$ cat config.mk
export PLATFORM = sky130hd
export DESIGN_NAME = pulse_train_receiver
export DESIGN_NICKNAME = d
export VERILOG_FILES = /design/src/rtl/pulse_pkg.sv /design/src/rtl/pulse_sync.sv /design/src/rtl/pulse_train_receiver.sv
export SDC_FILE = /design/constraint.sdc
export NUM_CORES = 1
export LEC_CHECK = 0
export ABC_AREA = 1
export BUFFER_PORTS_ARGS = -buffer_cell sky130_fd_sc_hd__buf_2
export CAP_MARGIN = 10
export CORE_ASPECT_RATIO = 1.2
export CORE_MARGIN = 2
export CORE_UTILIZATION = 25
export DETAILED_ROUTE_END_ITERATION = 16
export HOLD_SLACK_MARGIN = 0.06
export SYNTH_ARGS = -nofsm -noshare
export SYNTH_HDL_FRONTEND = slang
export SYNTH_SLANG_ARGS = --single-unit
export TNS_END_PERCENT = 5
$ cat constraint.sdc
create_clock -name clock -period 3.4 [get_ports clock]
set_input_delay 0.51 -clock clock [delete_from_list [all_inputs] [get_ports clock]]
set_output_delay 0.51 -clock clock [all_outputs]
set_load 0.03 [all_outputs]
$ cat src/rtl/pulse_pkg.sv
// Shared definitions for the pulse-burst link: receiver FSM states, default
// receiver geometry and the generator's burst shape.
package pulse_pkg;

  typedef enum logic [1:0] {
    IDLE,
    HIGH,
    LOW
  } rxState_t;

  localparam int COUNT_W_DEF  = 4;
  localparam int WIDTH_W_DEF  = 8;
  localparam int MIN_HIGH_DEF = 1;
  localparam int MAX_HIGH_DEF = 4;
  localparam int IDLE_LOW_DEF = 6;

  localparam int GEN_PULSE_COUNT = 3;
  localparam int GEN_PULSE_WIDTH = 2;

endpackage

$ cat src/rtl/pulse_sync.sv
// Two-flop synchronizer for the asynchronous pulse line.
// Optional 2-cycle stability filter enabled by PULSE_RX_GLITCH_FILTER_EN.
module pulse_sync (
  input  logic clock,
  input  logic reset_n,
  input  logic signal,
  output logic sig_s
);

  logic r_sync1;
  logic r_sync2;

  always_ff @(posedge clock or negedge reset_n) begin
    if (!reset_n) begin
      r_sync1 <= 1'b0;
      r_sync2 <= 1'b0;
    end else begin
      r_sync1 <= signal;
      r_sync2 <= r_sync1;
    end
  end

`ifdef PULSE_RX_GLITCH_FILTER_EN
  logic r_prev;
  logic r_filt;

  // The filtered level follows only once two consecutive samples agree.
  always_ff @(posedge clock or negedge reset_n) begin
    if (!reset_n) begin
      r_prev <= 1'b0;
      r_filt <= 1'b0;
    end else begin
      r_prev <= r_sync2;
      if (r_sync2 == r_prev) begin
        r_filt <= r_prev;
      end
    end
  end

  assign sig_s = r_filt;
`else
  assign sig_s = r_sync2;
`endif

endmodule

$ cat src/rtl/pulse_train_receiver.sv
// Pulse-burst receiver: measures pulses, ends bursts on an idle-low timeout and
// publishes count/error records over valid/ready. Glitch filter: PULSE_RX_GLITCH_FILTER_EN.
module pulse_train_receiver
  import pulse_pkg::*;
#(
  parameter int COUNT_W  = COUNT_W_DEF,
  parameter int WIDTH_W  = WIDTH_W_DEF,
  parameter int MIN_HIGH = MIN_HIGH_DEF,
  parameter int MAX_HIGH = MAX_HIGH_DEF,
  parameter int IDLE_LOW = IDLE_LOW_DEF
) (
  input  logic               clock,
  input  logic               reset_n,
  input  logic               signal,
  output logic               out_valid,
  input  logic               out_ready,
  output logic [COUNT_W-1:0] out_count,
  output logic               out_error,
  output logic               overrun
);

  logic w_sig;

  pulse_sync u_sync (
    .clock   (clock),
    .reset_n (reset_n),
    .signal  (signal),
    .sig_s   (w_sig)
  );

  rxState_t             r_state;
  rxState_t             w_nextState;
  logic [WIDTH_W-1:0]   r_highCnt;
  logic [WIDTH_W-1:0]   w_highCntNext;
  logic [WIDTH_W-1:0]   r_lowCnt;
  logic [WIDTH_W-1:0]   w_lowCntNext;
  logic [COUNT_W-1:0]   r_pulseCnt;
  logic [COUNT_W-1:0]   w_pulseCntNext;
  logic                 r_err;
  logic                 w_errNext;
  logic                 w_publish;

  logic [WIDTH_W-1:0]   w_highCntInc;
  logic [WIDTH_W-1:0]   w_lowCntInc;
  logic [COUNT_W-1:0]   w_pulseCntInc;
  logic                 w_badWidth;

  logic                 r_pub;
  logic [COUNT_W-1:0]   r_pubCount;
  logic                 r_pubErr;

  logic                 r_outValid;
  logic [COUNT_W-1:0]   r_outCount;
  logic                 r_outError;
  logic                 r_overrun;

  assign w_highCntInc  = (r_highCnt == '1)  ? r_highCnt  : r_highCnt + WIDTH_W'(1);
  assign w_lowCntInc   = (r_lowCnt == '1)   ? r_lowCnt   : r_lowCnt + WIDTH_W'(1);
  assign w_pulseCntInc = (r_pulseCnt == '1) ? r_pulseCnt : r_pulseCnt + COUNT_W'(1);
  assign w_badWidth    = (r_highCnt < WIDTH_W'(MIN_HIGH)) || (r_highCnt > WIDTH_W'(MAX_HIGH));

  always_ff @(posedge clock or negedge reset_n) begin
    if (!reset_n) begin
      r_state    <= IDLE;
      r_highCnt  <= '0;
      r_lowCnt   <= '0;
      r_pulseCnt <= '0;
      r_err      <= 1'b0;
    end else begin
      r_state    <= w_nextState;
      r_highCnt  <= w_highCntNext;
      r_lowCnt   <= w_lowCntNext;
      r_pulseCnt <= w_pulseCntNext;
      r_err      <= w_errNext;
    end
  end

  always_comb begin
    w_nextState    = r_state;
    w_highCntNext  = r_highCnt;
    w_lowCntNext   = r_lowCnt;
    w_pulseCntNext = r_pulseCnt;
    w_errNext      = r_err;
    w_publish      = 1'b0;
    unique case (r_state)
      IDLE: begin
        if (w_sig) begin
          w_nextState    = HIGH;
          w_highCntNext  = WIDTH_W'(1);
          w_pulseCntNext = '0;
          w_errNext      = 1'b0;
        end
      end
      HIGH: begin
        if (w_sig) begin
          w_highCntNext = w_highCntInc;
        end else begin
          w_nextState    = LOW;
          w_lowCntNext   = WIDTH_W'(1);
          w_pulseCntNext = w_pulseCntInc;
          w_errNext      = r_err | w_badWidth;
        end
      end
      LOW: begin
        if (w_sig) begin
          w_nextState   = HIGH;
          w_highCntNext = WIDTH_W'(1);
        end else if (w_lowCntInc == WIDTH_W'(IDLE_LOW)) begin
          w_publish   = 1'b1;
          w_nextState = IDLE;
        end else begin
          w_lowCntNext = w_lowCntInc;
        end
      end
      default: w_nextState = IDLE;
    endcase
  end

  // Completed burst is staged one cycle before it reaches the output register.
  always_ff @(posedge clock or negedge reset_n) begin
    if (!reset_n) begin
      r_pub      <= 1'b0;
      r_pubCount <= '0;
      r_pubErr   <= 1'b0;
    end else begin
      r_pub <= w_publish;
      if (w_publish) begin
        r_pubCount <= r_pulseCnt;
        r_pubErr   <= r_err;
      end
    end
  end

  always_ff @(posedge clock or negedge reset_n) begin
    if (!reset_n) begin
      r_outValid <= 1'b0;
      r_outCount <= '0;
      r_outError <= 1'b0;
      r_overrun  <= 1'b0;
    end else if (r_pub) begin
      if (!r_outValid || out_ready) begin
        r_outValid <= 1'b1;
        r_outCount <= r_pubCount;
        r_outError <= r_pubErr;
      end else begin
        r_overrun <= 1'b1;
      end
    end else if (r_outValid && out_ready) begin
      r_outValid <= 1'b0;
    end
  end

  assign out_valid = r_outValid;
  assign out_count = r_outCount;
  assign out_error = r_outError;
  assign overrun   = r_overrun;

endmodule

==> results of run 1 <==
-- placed cells by master, fill, tap and decap left out --
| cell type | instances |
|---|---|
| a21oi_1 | 7 |
| a31o_2 | 1 |
| a31oi_4 | 1 |
| buf_2 | 10 |
| clkbuf_8 | 6 |
| clkinv_2 | 1 |
| clkinvlp_4 | 1 |
| dfrtp_1 | 38 |
| ha_1 | 6 |
| inv_1 | 29 |
| inv_2 | 4 |
| mux2_2 | 5 |
| nand2_1 | 63 |
| nand2_2 | 2 |
| nand2_4 | 1 |
| nand3_1 | 29 |
| nand4_1 | 13 |
| nor2_1 | 21 |
| nor2_2 | 2 |
| nor3_1 | 3 |
| nor3b_2 | 1 |
| nor4_1 | 1 |
| o211ai_1 | 1 |
| o21a_1 | 1 |
| o21ai_0 | 7 |
| o21bai_1 | 1 |
| o31ai_1 | 3 |
| xor2_1 | 6 |
-- registers in the layout, summed over array words and instances, names as in the netlist --
signal / cells
u_sync.r_sync1: 1
r_pulseCnt: 4
r_pubCount: 4
r_pub: 1
r_lowCnt: 8
r_err: 1
r_highCnt: 8
out_valid: 1
out_count: 4
overrun: 1
r_state: 2
u_sync.sig_s: 1
out_error: 1
r_pubErr: 1
-- Yosys cell counts --
| master | number | area, sq um |
|---|---|---|
| nor4_1 | 1 | 6.26 |
| a21oi_1 | 7 | 35.0 |
| inv_2 | 4 | 15.0 |
| nor2_1 | 21 | 78.8 |
| nand4_1 | 13 | 81.3 |
| nor2_2 | 2 | 12.5 |
| nor3b_2 | 1 | 12.5 |
| ha_1 | 6 | 75.1 |
| clkbuf_1 | 1 | 3.75 |
| o21a_1 | 1 | 7.51 |
| xor2_1 | 6 | 52.6 |
| a31o_2 | 1 | 8.76 |
| nand2_2 | 2 | 12.5 |
| o211ai_1 | 1 | 7.51 |
| a31oi_4 | 1 | 21.3 |
| o31ai_1 | 3 | 22.5 |
| inv_1 | 29 | 109 |
| o21ai_0 | 7 | 35.0 |
| mux2_2 | 5 | 56.3 |
| nand2_1 | 63 | 236 |
| nand2_4 | 1 | 11.3 |
| dfrtp_1 | 38 | 951 |
| o21bai_1 | 1 | 7.51 |
| nand3_1 | 29 | 145 |
| nor3_1 | 3 | 15.0 |
-- kinds of logic (layout without fill, tap and decap cells) --
group                    Yosys count  count (layout)  synth area share (%)
AO/OA/AOI/OAI                     22              22                  7.19
flip-flops                        38              38                  47.1
XOR/XNOR                           6               6                  2.60
buffers and inverters             34              51                  6.32
multiplexers                       5               5                  2.79
AND/OR/NAND/NOR                  136             136                  30.3
adder cells (fa/ha/maj)            6               6                  3.72
-- critical path, cell delays in order (launching register included) --
cell	delay, ns
dfrtp_1	0.47
nor2_1	0.59
inv_1	0.08
nor2_1	0.44
nand2_2	0.24
nand3_1	0.12
nand2_1	0.06
-- final timing paths --
kind | start | to | slack [ns] | cells after the start
max | r_state[0] | r_lowCnt[0] | 1.30 | 6
min | reset_n | r_lowCnt[4] | 0.32 | 1
max reg2reg | r_state[0] | r_lowCnt[0] | 1.30 | 6
min reg2reg | u_sync.r_sync1 | u_sync.sig_s | 0.36 | 0
max in group asynchronous | reset_n | r_highCnt[5] | 2.55 | 1
min in group clock | signal | u_sync.r_sync1 | 0.33 | 1
-- power groups by stage --
| stage | clock network (W) | logic, W | registers [W] |
|---|---|---|---|
| after floorplan | 0 | 0.000139 | 0.000546 |
| after global placement | 0 | 0.000179 | 0.000556 |
| after detailed placement | 0 | 0.000183 | 0.000556 |
| after CTS | 0.000336 | 0.000183 | 0.000547 |
| after global routing | 0.000358 | 0.000215 | 0.000555 |
| final | 0.000324 | 0.000180 | 0.000547 |
-- metrics by stage --
stage / total power (W) / instances
2_1_floorplan: 0.000685 / 247
3_3_place_gp: 0.000735 / 348
3_5_place_dp: 0.000739 / 348
4_1_cts: 0.00107 / 356
5_1_grt: 0.00113 / 356
6_report: 0.00105 / 356
-- area by class of cell --
cell class	count	area, sq um
fill	826	5480
clock inverter	2	12.5
tap	92	115
inverter	33	124
multi-input combinational	175	941
clock buffer	6	82.6
timing repair buffer	10	50.0
sequential	38	951
-- layer usage --
| layer | GRT usage (%) | part of all wire, % | up-vias |
|---|---|---|---|
| met5 | 0 | 0 | - |
| met4 | 2.32 | 0.89 | 0 |
| met3 | 2.83 | 3.3 | 6 |
| met2 | 17.1 | 49 | 22 |
| met1 | 11.3 | 46 | 742 |
| li1 | - | - | 846 |
==> flow_metrics.py, run 1 <==
metrics = {
    "outcome": {
        "outcome": "completed",
    },
    "detailed_routing": {
        "remaining_drc_errors": 0,
        "post_drt_wl_per_cell_um": 10.8,
        "drtAntennaViolNets": 0,
        "num_vias": 1616,
        "via_per_inst": 4.54,
        "first_iter_violations": 44,
        "drtPass1Iterations": 4,
        "routed_wl_mm": 3.84,
    },
    "timing": {
        "fin_skew_ns": 0.00467,
        "period_needed_ns": 2.10,
        "slew_violations": 0,
        "worstMarginPinSlew_ns": 0.834,
        "fmax_mhz": 475,
        "rsz0062_at_grt": "no",
        "final-setup-viol-count": 0,
        "fin_ws_ns": 1.30,
        "finalHoldViolCount": 0,
        "max_slew_margin_pct": 44.4,
        "period_share_pct": 61.9,
        "whs_ns": 0.317,
        "setup_tns_ns": 0,
    },
    "critical_path": {
        "end_kind": "flip-flop",
        "path_class": "reg -> reg",
        "worstPathMaxFanout": 12,
        "worstSetupStartpointType": "flip-flop",
        "cp.arrival_ns": 2.29,
        "required_ns": 3.58,
    },
    "yosys": {
        "synth_cells": 247,
        "avgSynthCellArea_sq_um": 8.18,
        "netlist_area_sq_um": 2020,
        "yosysSeqAreaShare_pct": 47.1,
        "ys_warn_count": 0,
        "synth-seq-cells": 38,
        "synth_fp_nets": 257,
        "ys_types": 25,
    },
    "pwr": {
        "intPower_w": 0.000727,
        "sequentialPowerShare_pct": 52.1,
        "ir_worst_vdd_v": 0.000189,
        "swShare_pct": 30.8,
        "clkPwrFrac_pct": 30.8,
        "p_per_area_nw_per_um2": 461,
        "switchingPower_w": 0.000323,
        "p_comb_share_pct": 17.1,
        "p_leak_nw": 1.17,
    },
    "floorplan": {
        "start_util_pct": 26.1,
        "fp.dieW_um": 86.0,
        "die_y_um": 102,
        "pin_count": 11,
        "die_area_sq_um": 8820,
        "coreArea_sq_um": 7750,
        "rows": 35,
    },
    "placed_design": {
        "portBuffers": 10,
        "pre_cts_slack_ns": 1.26,
        "placed_cell_area_sq_um": 2180,
        "dp_hpwl_mm": 2.85,
        "gp_congestion": 0.832,
    },
    "global_route": {
        "grt_pass1_vias": 1582,
        "antenna_found_initial": 0,
        "track_usage_pct": 9.60,
        "overflow": 0,
        "grt_max_degree": 39,
        "grt_pass1_wl_mm": 6.86,
    },
    "cts": {
        "cts_tree": "done",
        "ctsResizeCount": 0,
        "htree_levels": 2,
        "cts_made_buffers": 5,
        "cts_setup_buffers": 0,
        "cts_sinks": 38,
        "clock_latency_ns": 0.29,
        "clockRootBuffer": "clkbuf_8",
        "path_clk_slew_ns": 0.08,
        "clock_path_buffers": 2,
        "cts_hold_buf": 0,
    },
    "final_layout": {
        "design_area_sq_um": 2280,
        "fin_nets": 273,
        "fin_util_pct": 29.4,
        "synthToLayoutAreaGrowth_pct": 12.7,
        "diodes": 0,
        "drive_above_1_share_pct": 13.3,
    },
    "worst_hold_path": {
        "hold_class": "in -> async",
    },
    "flow_run": {
        "cap_violations": 0,
    },
}
(Power assumes the default switching activity.)
==> inputs of run 2 (changes only) <==
Clock period 3.4 ns to 2 ns, I/O delays scaled along.
==> run 2 against run 1 <==
Against the previous run:
- count of clock-buffer cells in the layout is 1 higher
- routed wire length grew 1.5%
- critical path depth rose by 6
- clock power up 64%
- highest routed layer unchanged
- critical endpoint is now r_pubCount[2]
==> flow_metrics.py, run 2 (same netlist as run 1, synthesis figures left out) <==
metrics = {
    "critical_path": {
        "critPathMaxStageDelay_ns": 0.40,
        "worstSetupStartpointType": "flip-flop",
        "worst-path-buf-inv": 2,
        "cp.arrival_ns": 2.02,
        "cp-startpoint": "r_lowCnt[1]",
        "path_delay_family": "simple AND/OR/NAND/NOR gates",
        "rr_startpoint": "r_lowCnt[1]",
        "worstPathMaxFanout": 8,
        "path_cells": "ha_1 -> nand2_1 -> nor2_2 -> nand2_2 -> buf_4 -> nand2_1 -> nor2_1 -> nand4_1 -> inv_2 -> nand2_4 -> nand2_1 -> nand2_1",
        "cp_slowest_cell": "dfrtp_1",
        "r2r_cells": 12,
        "end_kind": "flip-flop",
        "path_common_cell": "nand2_1",
        "path_depth": 12,
        "path_class": "reg -> reg",
        "required_ns": 2.18,
    },
    "cts": {
        "clock_path_buffers": 2,
        "path_clk_slew_ns": 0.07,
        "cts_tree": "done",
        "clock_latency_ns": 0.29,
        "htree_levels": 2,
        "clockRootBuffer": "clkbuf_8",
        "cts_made_buffers": 5,
        "cts_sinks": 38,
        "cts_hold_buf": 0,
    },
    "timing": {
        "setup_tns_ns": 0,
        "fin_ws_ns": 0.157,
        "finalHoldViolCount": 0,
        "fmax_mhz": 543,
        "fin_skew_ns": 0.00733,
        "worstMarginPinSlew_ns": 0.477,
        "max_slew_margin_pct": 68.2,
        "whs_ns": 0.0537,
        "period_needed_ns": 1.84,
        "rsz0062_at_grt": "no",
        "period_share_pct": 92.1,
        "slew_violations": 0,
        "final-setup-viol-count": 0,
    },
    "final_layout": {
        "diodes": 0,
        "fin_cells": 364,
        "top_regs": "r_highCnt (8), r_lowCnt (8)",
        "final_cell_mix": "63 x nand2_1, 38 x dfrtp_1, 29 x inv_1, 29 x nand3_1, 20 x nor2_1",
        "synthToLayoutAreaGrowth_pct": 15.9,
        "drive_above_1_share_pct": 15.8,
        "layout_commonest_cell": "nand2_1",
        "fin_nets": 281,
        "design_area_sq_um": 2340,
    },
    "placed_design": {
        "placed_cell_area_sq_um": 2220,
        "dpl.cell_count": 353,
        "pre_cts_slack_ns": 0.199,
        "portBuffers": 10,
        "gp_congestion": 0.847,
        "dp_hpwl_mm": 2.89,
    },
    "detailed_routing": {
        "drtAntennaViolNets": 0,
        "top_layer": "met4",
        "via_per_inst": 4.59,
        "num_vias": 1669,
        "routed_wl_mm": 3.90,
        "m1WireLength_mm": 1.75,
        "drtPass1Iterations": 4,
        "wl_met2_mm": 1.88,
        "remaining_drc_errors": 0,
        "dr_wl_met3_um": 193,
        "first_iter_violations": 87,
        "post_drt_wl_per_cell_um": 10.7,
    },
    "worst_hold_path": {
        "hold_class": "in -> async",
    },
    "global_route": {
        "track_usage_pct": 9.80,
        "overflow": 0,
        "grt_pass1_vias": 1612,
        "grt_max_degree": 39,
        "grt_pass1_wl_mm": 6.96,
        "antenna_found_initial": 0,
    },
    "flow_run": {
        "cap_violations": 0,
    },
    "pwr": {
        "p_per_area_nw_per_um2": 768,
        "ir_worst_vdd_v": 0.000319,
        "p_leak_nw": 1.21,
        "switchingPower_w": 0.000542,
        "intPower_w": 0.00125,
        "swShare_pct": 30.2,
        "sequentialPowerShare_pct": 51.4,
        "p_comb_share_pct": 19.0,
        "clkPwrFrac_pct": 29.6,
    },
    "floorplan": {
        "start_util_pct": 26.1,
        "die_area_sq_um": 8820,
        "fp.dieW_um": 86.0,
        "coreArea_sq_um": 7750,
        "die_y_um": 102,
        "pin_count": 11,
        "rows": 35,
    },
    "outcome": {
        "outcome": "completed",
    },
}
## run 2: changes by cell type in the layout (fill, tap and decap cells not counted)
| cell | delta |
|---|---|
| nand2_2 | -1 |
| nor2_2 | +1 |
| clkbuf_1 | +1 |
| nor2_1 | -1 |
| nand2_4 | +1 |
| clkinvlp_4 | -1 |
| buf_4 | +8 |
## run 2: final timing paths
| kind | to | slack, ns |
|---|---|---|
| min | r_lowCnt[7] | 0.05 |
| min in group clock | u_sync.r_sync1 | 0.12 |
| max in group asynchronous | r_lowCnt[5] | 1.62 |
| max reg2reg | r_pubCount[2] | 0.16 |
| min reg2reg | u_sync.sig_s | 0.35 |
| max | r_pubCount[2] | 0.16 |
## run 2: cell type report
type	instances	area (sq um)
clock buffers	7	86.3
clock inverters	1	5.00
fillers	806	5410
inverters	33	124
multi-input cells	175	948
flip-flops and latches	38	951
well taps	92	115
repair buffers	18	110
## run 2: what timing repair did
action                                  4_1_cts  5_1_grt
resized for setup                             0        2
setup buffers                                 0        3
endpoints found under the setup margin        0       12
## run 2: per-layer routing
layer / vias up / track usage [%]
li1: 860 / -
met1: 769 / 11.4
met2: 32 / 16.8
met3: 8 / 2.67
met4: 0 / 4.40
met5: - / 0
## run 2: worst register-to-register path: cells and delay by family, from the launching register on
family | cells | cell delay (ns)
flops | 1 | 0.40
buf+inv | 2 | 0.31
fa+ha+maj | 1 | 0.22
simple gates | 9 | 0.81
## run 2: power groups by stage
stage | Clock [W] | Sequential [W] | Combinational, W
6_report | 0.000532 | 0.000924 | 0.000341
5_1_grt | 0.000579 | 0.000937 | 0.000397
4_1_cts | 0.000552 | 0.000926 | 0.000335
3_5_place_dp | 0 | 0.000940 | 0.000334
3_3_place_gp | 0 | 0.000939 | 0.000323
2_1_floorplan | 0 | 0.000928 | 0.000237
## run 2: through the flow
step | power, W | utilization (%)
after floorplan | 0.00116 | -
after detailed placement | 0.00127 | 28.6
after global routing | 0.00191 | 30.2
final | 0.00180 | 30.2
after CTS | 0.00181 | 29.8
after global placement | 0.00126 | 28.6
==> inputs of run 3 (changes only) <==
Settings changed: CORE_UTILIZATION 25 to 60, PLACE_DENSITY set to 0.78.
==> run 3 against run 2 <==
Against the previous run:
- setup slack improved by 0.045 ns
- fmax grew 2.5%
- cell area decreased by 0.32%
- die area fell by 56%
- sequential power increased by 0.6%
- sequential share of layout area is 0.13 points higher
==> flow_metrics.py, run 3 (same netlist as run 1, synthesis figures left out) <==
metrics = {
    "cts": {
        "cts_made_buffers": 5,
        "cts_setup_buffers": 0,
        "htree_levels": 2,
        "path_clk_slew_ns": 0.07,
        "cts_tree": "done",
        "clock_latency_ns": 0.29,
        "clockRootBuffer": "clkbuf_8",
        "cts_sinks": 38,
        "clock_path_buffers": 2,
    },
    "floorplan": {
        "die_y_um": 67.6,
        "die_area_sq_um": 3850,
        "start_util_pct": 61.6,
        "rows": 23,
        "pin_count": 11,
        "fp.dieW_um": 57.0,
        "coreArea_sq_um": 3280,
    },
    "timing": {
        "fin_skew_ns": 0.00722,
        "setup_tns_ns": 0,
        "max_slew_margin_pct": 61.8,
        "whs_ns": 0.117,
        "fmax_mhz": 556,
        "fin_ws_ns": 0.202,
        "period_needed_ns": 1.80,
        "slew_violations": 0,
        "finalHoldViolCount": 0,
        "worstMarginPinSlew_ns": 0.573,
        "rsz0062_at_grt": "no",
        "period_share_pct": 89.9,
        "final-setup-viol-count": 0,
    },
    "critical_path": {
        "timing.rr.end": "r_pubCount[0]",
        "end_kind": "flip-flop",
        "r2r_cells": 12,
        "worstPathMaxFanout": 9,
        "required_ns": 2.18,
        "path_class": "reg -> reg",
        "cp.arrival_ns": 1.98,
        "worstSetupStartpointType": "flip-flop",
        "rrSetupSlack_ns": 0.20,
        "rr_startpoint": "r_lowCnt[1]",
    },
    "final_layout": {
        "diodes": 0,
        "drive_above_1_share_pct": 16.5,
        "top_regs": "r_highCnt (8), r_lowCnt (8)",
        "synthToLayoutAreaGrowth_pct": 15.5,
        "layout_commonest_cell": "nand2_1",
        "fin_cells": 309,
        "fin_nets": 281,
        "final_cell_mix": "63 x nand2_1, 38 x dfrtp_1, 29 x inv_1, 28 x nand3_1, 20 x nor2_1",
    },
    "global_route": {
        "grt_pass1_wl_mm": 6.68,
        "overflow": 0,
        "grt_pass1_vias": 1484,
        "track_usage_pct": 23.3,
        "grt_max_degree": 26,
        "antenna_found_initial": 0,
    },
    "pwr": {
        "p_leak_nw": 1.23,
        "ir_worst_vdd_v": 0.000684,
        "p_per_area_nw_per_um2": 880,
    },
    "worst_hold_path": {
        "hold_end": "u_sync.r_sync1",
        "hold_class": "in -> reg",
        "hold_start": "signal",
        "holdPathStages": 1,
    },
    "detailed_routing": {
        "drtPass1Iterations": 4,
        "post_drt_wl_per_cell_um": 12.8,
        "routed_wl_mm": 3.94,
        "drtAntennaViolNets": 0,
        "first_iter_violations": 71,
        "via_per_inst": 5.36,
        "num_vias": 1656,
        "remaining_drc_errors": 0,
    },
    "placed_design": {
        "pre_cts_slack_ns": 0.194,
        "dp_hpwl_mm": 2.84,
        "gp_congestion": 0.890,
        "portBuffers": 10,
        "dpl.cell_count": 300,
    },
    "flow_run": {
        "cap_violations": 0,
    },
    "outcome": {
        "outcome": "completed",
    },
}
-- run 3: cell count changes in the layout (fill, tap and decap cells not counted) --
| cell | delta |
|---|---|
| ha_4 | +1 |
| clkinv_2 | -1 |
| nand3_1 | -1 |
| dlygate4sd3_1 | +1 |
| clkbuf_8 | -1 |
| clkbuf_1 | -1 |
| nand3_2 | +1 |
| ha_1 | -1 |
| clkinv_4 | +1 |
| nand2_4 | -1 |
| buf_4 | -1 |
| nand2_2 | +1 |
| bufinv_16 | +2 |
-- run 3: worst max path at each step --
stage | to | slack (ns) | startpoint | cells after the start
final | r_pubCount[0] | 0.20 | r_lowCnt[1] | 12
after global routing | r_pubCount[0] | 0.004 | r_lowCnt[1] | 12
after CTS | r_pubCount[0] | 0.13 | r_lowCnt[1] | 12
after detailed placement | r_pubErr | 0.19 | r_lowCnt[1] | 12
after global placement | r_pubCount[0] | 0.25 | r_lowCnt[1] | 12
after floorplan | r_pubCount[0] | 0.28 | r_lowCnt[0] | 12
-- run 3: per-layer routing --
layer,vias to the layer above,GRT usage (%),wire (um)
met5,-,0,0
met4,0,8.72,68
met3,7,5.17,124
met2,29,38.5,1950
met1,761,30.1,1800
li1,859,-,-
-- run 3: power by group --
| part | internal [W] | total [W] | leakage, nW | switching, W |
|---|---|---|---|---|
| Clock | 0.000499 | 0.000771 | 0.0683 | 0.000272 |
| Combinational | 0.000130 | 0.000352 | 0.652 | 0.000221 |
| Sequential | 0.000849 | 0.000930 | 0.511 | 0.0000812 |
| Total | 0.00148 | 0.00205 | 1.23 | 0.000574 |
-- run 3: worst max-delay path, stage by stage, from the launching register on --
cell     delay, ns
dfrtp_1       0.42
ha_4          0.17
nand2_1       0.06
nor2_2        0.12
nand2_2       0.13
inv_2         0.10
nor2_1        0.05
nor2_1        0.10
nand4_1       0.16
inv_2         0.15
nand2_4       0.08
nand2_1       0.07
nand2_1       0.07
-- run 3: area by class of cell --
cell class	instances	area, sq um
repair buffers	18	113
clock inverters	3	68.8
multi-input cells	175	961
inverters	33	124
flip-flops and latches	38	951
fillers	252	948
well taps	37	46.3
clock buffers	5	68.8
-- run 3: repair_timing --
item | CTS | global route
hold buffers | 1 | 0
setup endpoints to repair | 0 | 9
gates resized for setup | 0 | 4
endpoints found under the hold margin | 23 | 0
-- run 3: metrics by stage --
step | total power, W | util [%] | area [sq um]
2_1_floorplan | 0.00116 | - | 2020
3_3_place_gp | 0.00126 | 66.0 | 2160
3_5_place_dp | 0.00128 | 66.0 | 2160
4_1_cts | 0.00206 | 70.5 | 2310
5_1_grt | 0.00216 | 71.1 | 2330
6_report | 0.00205 | 71.1 | 2330
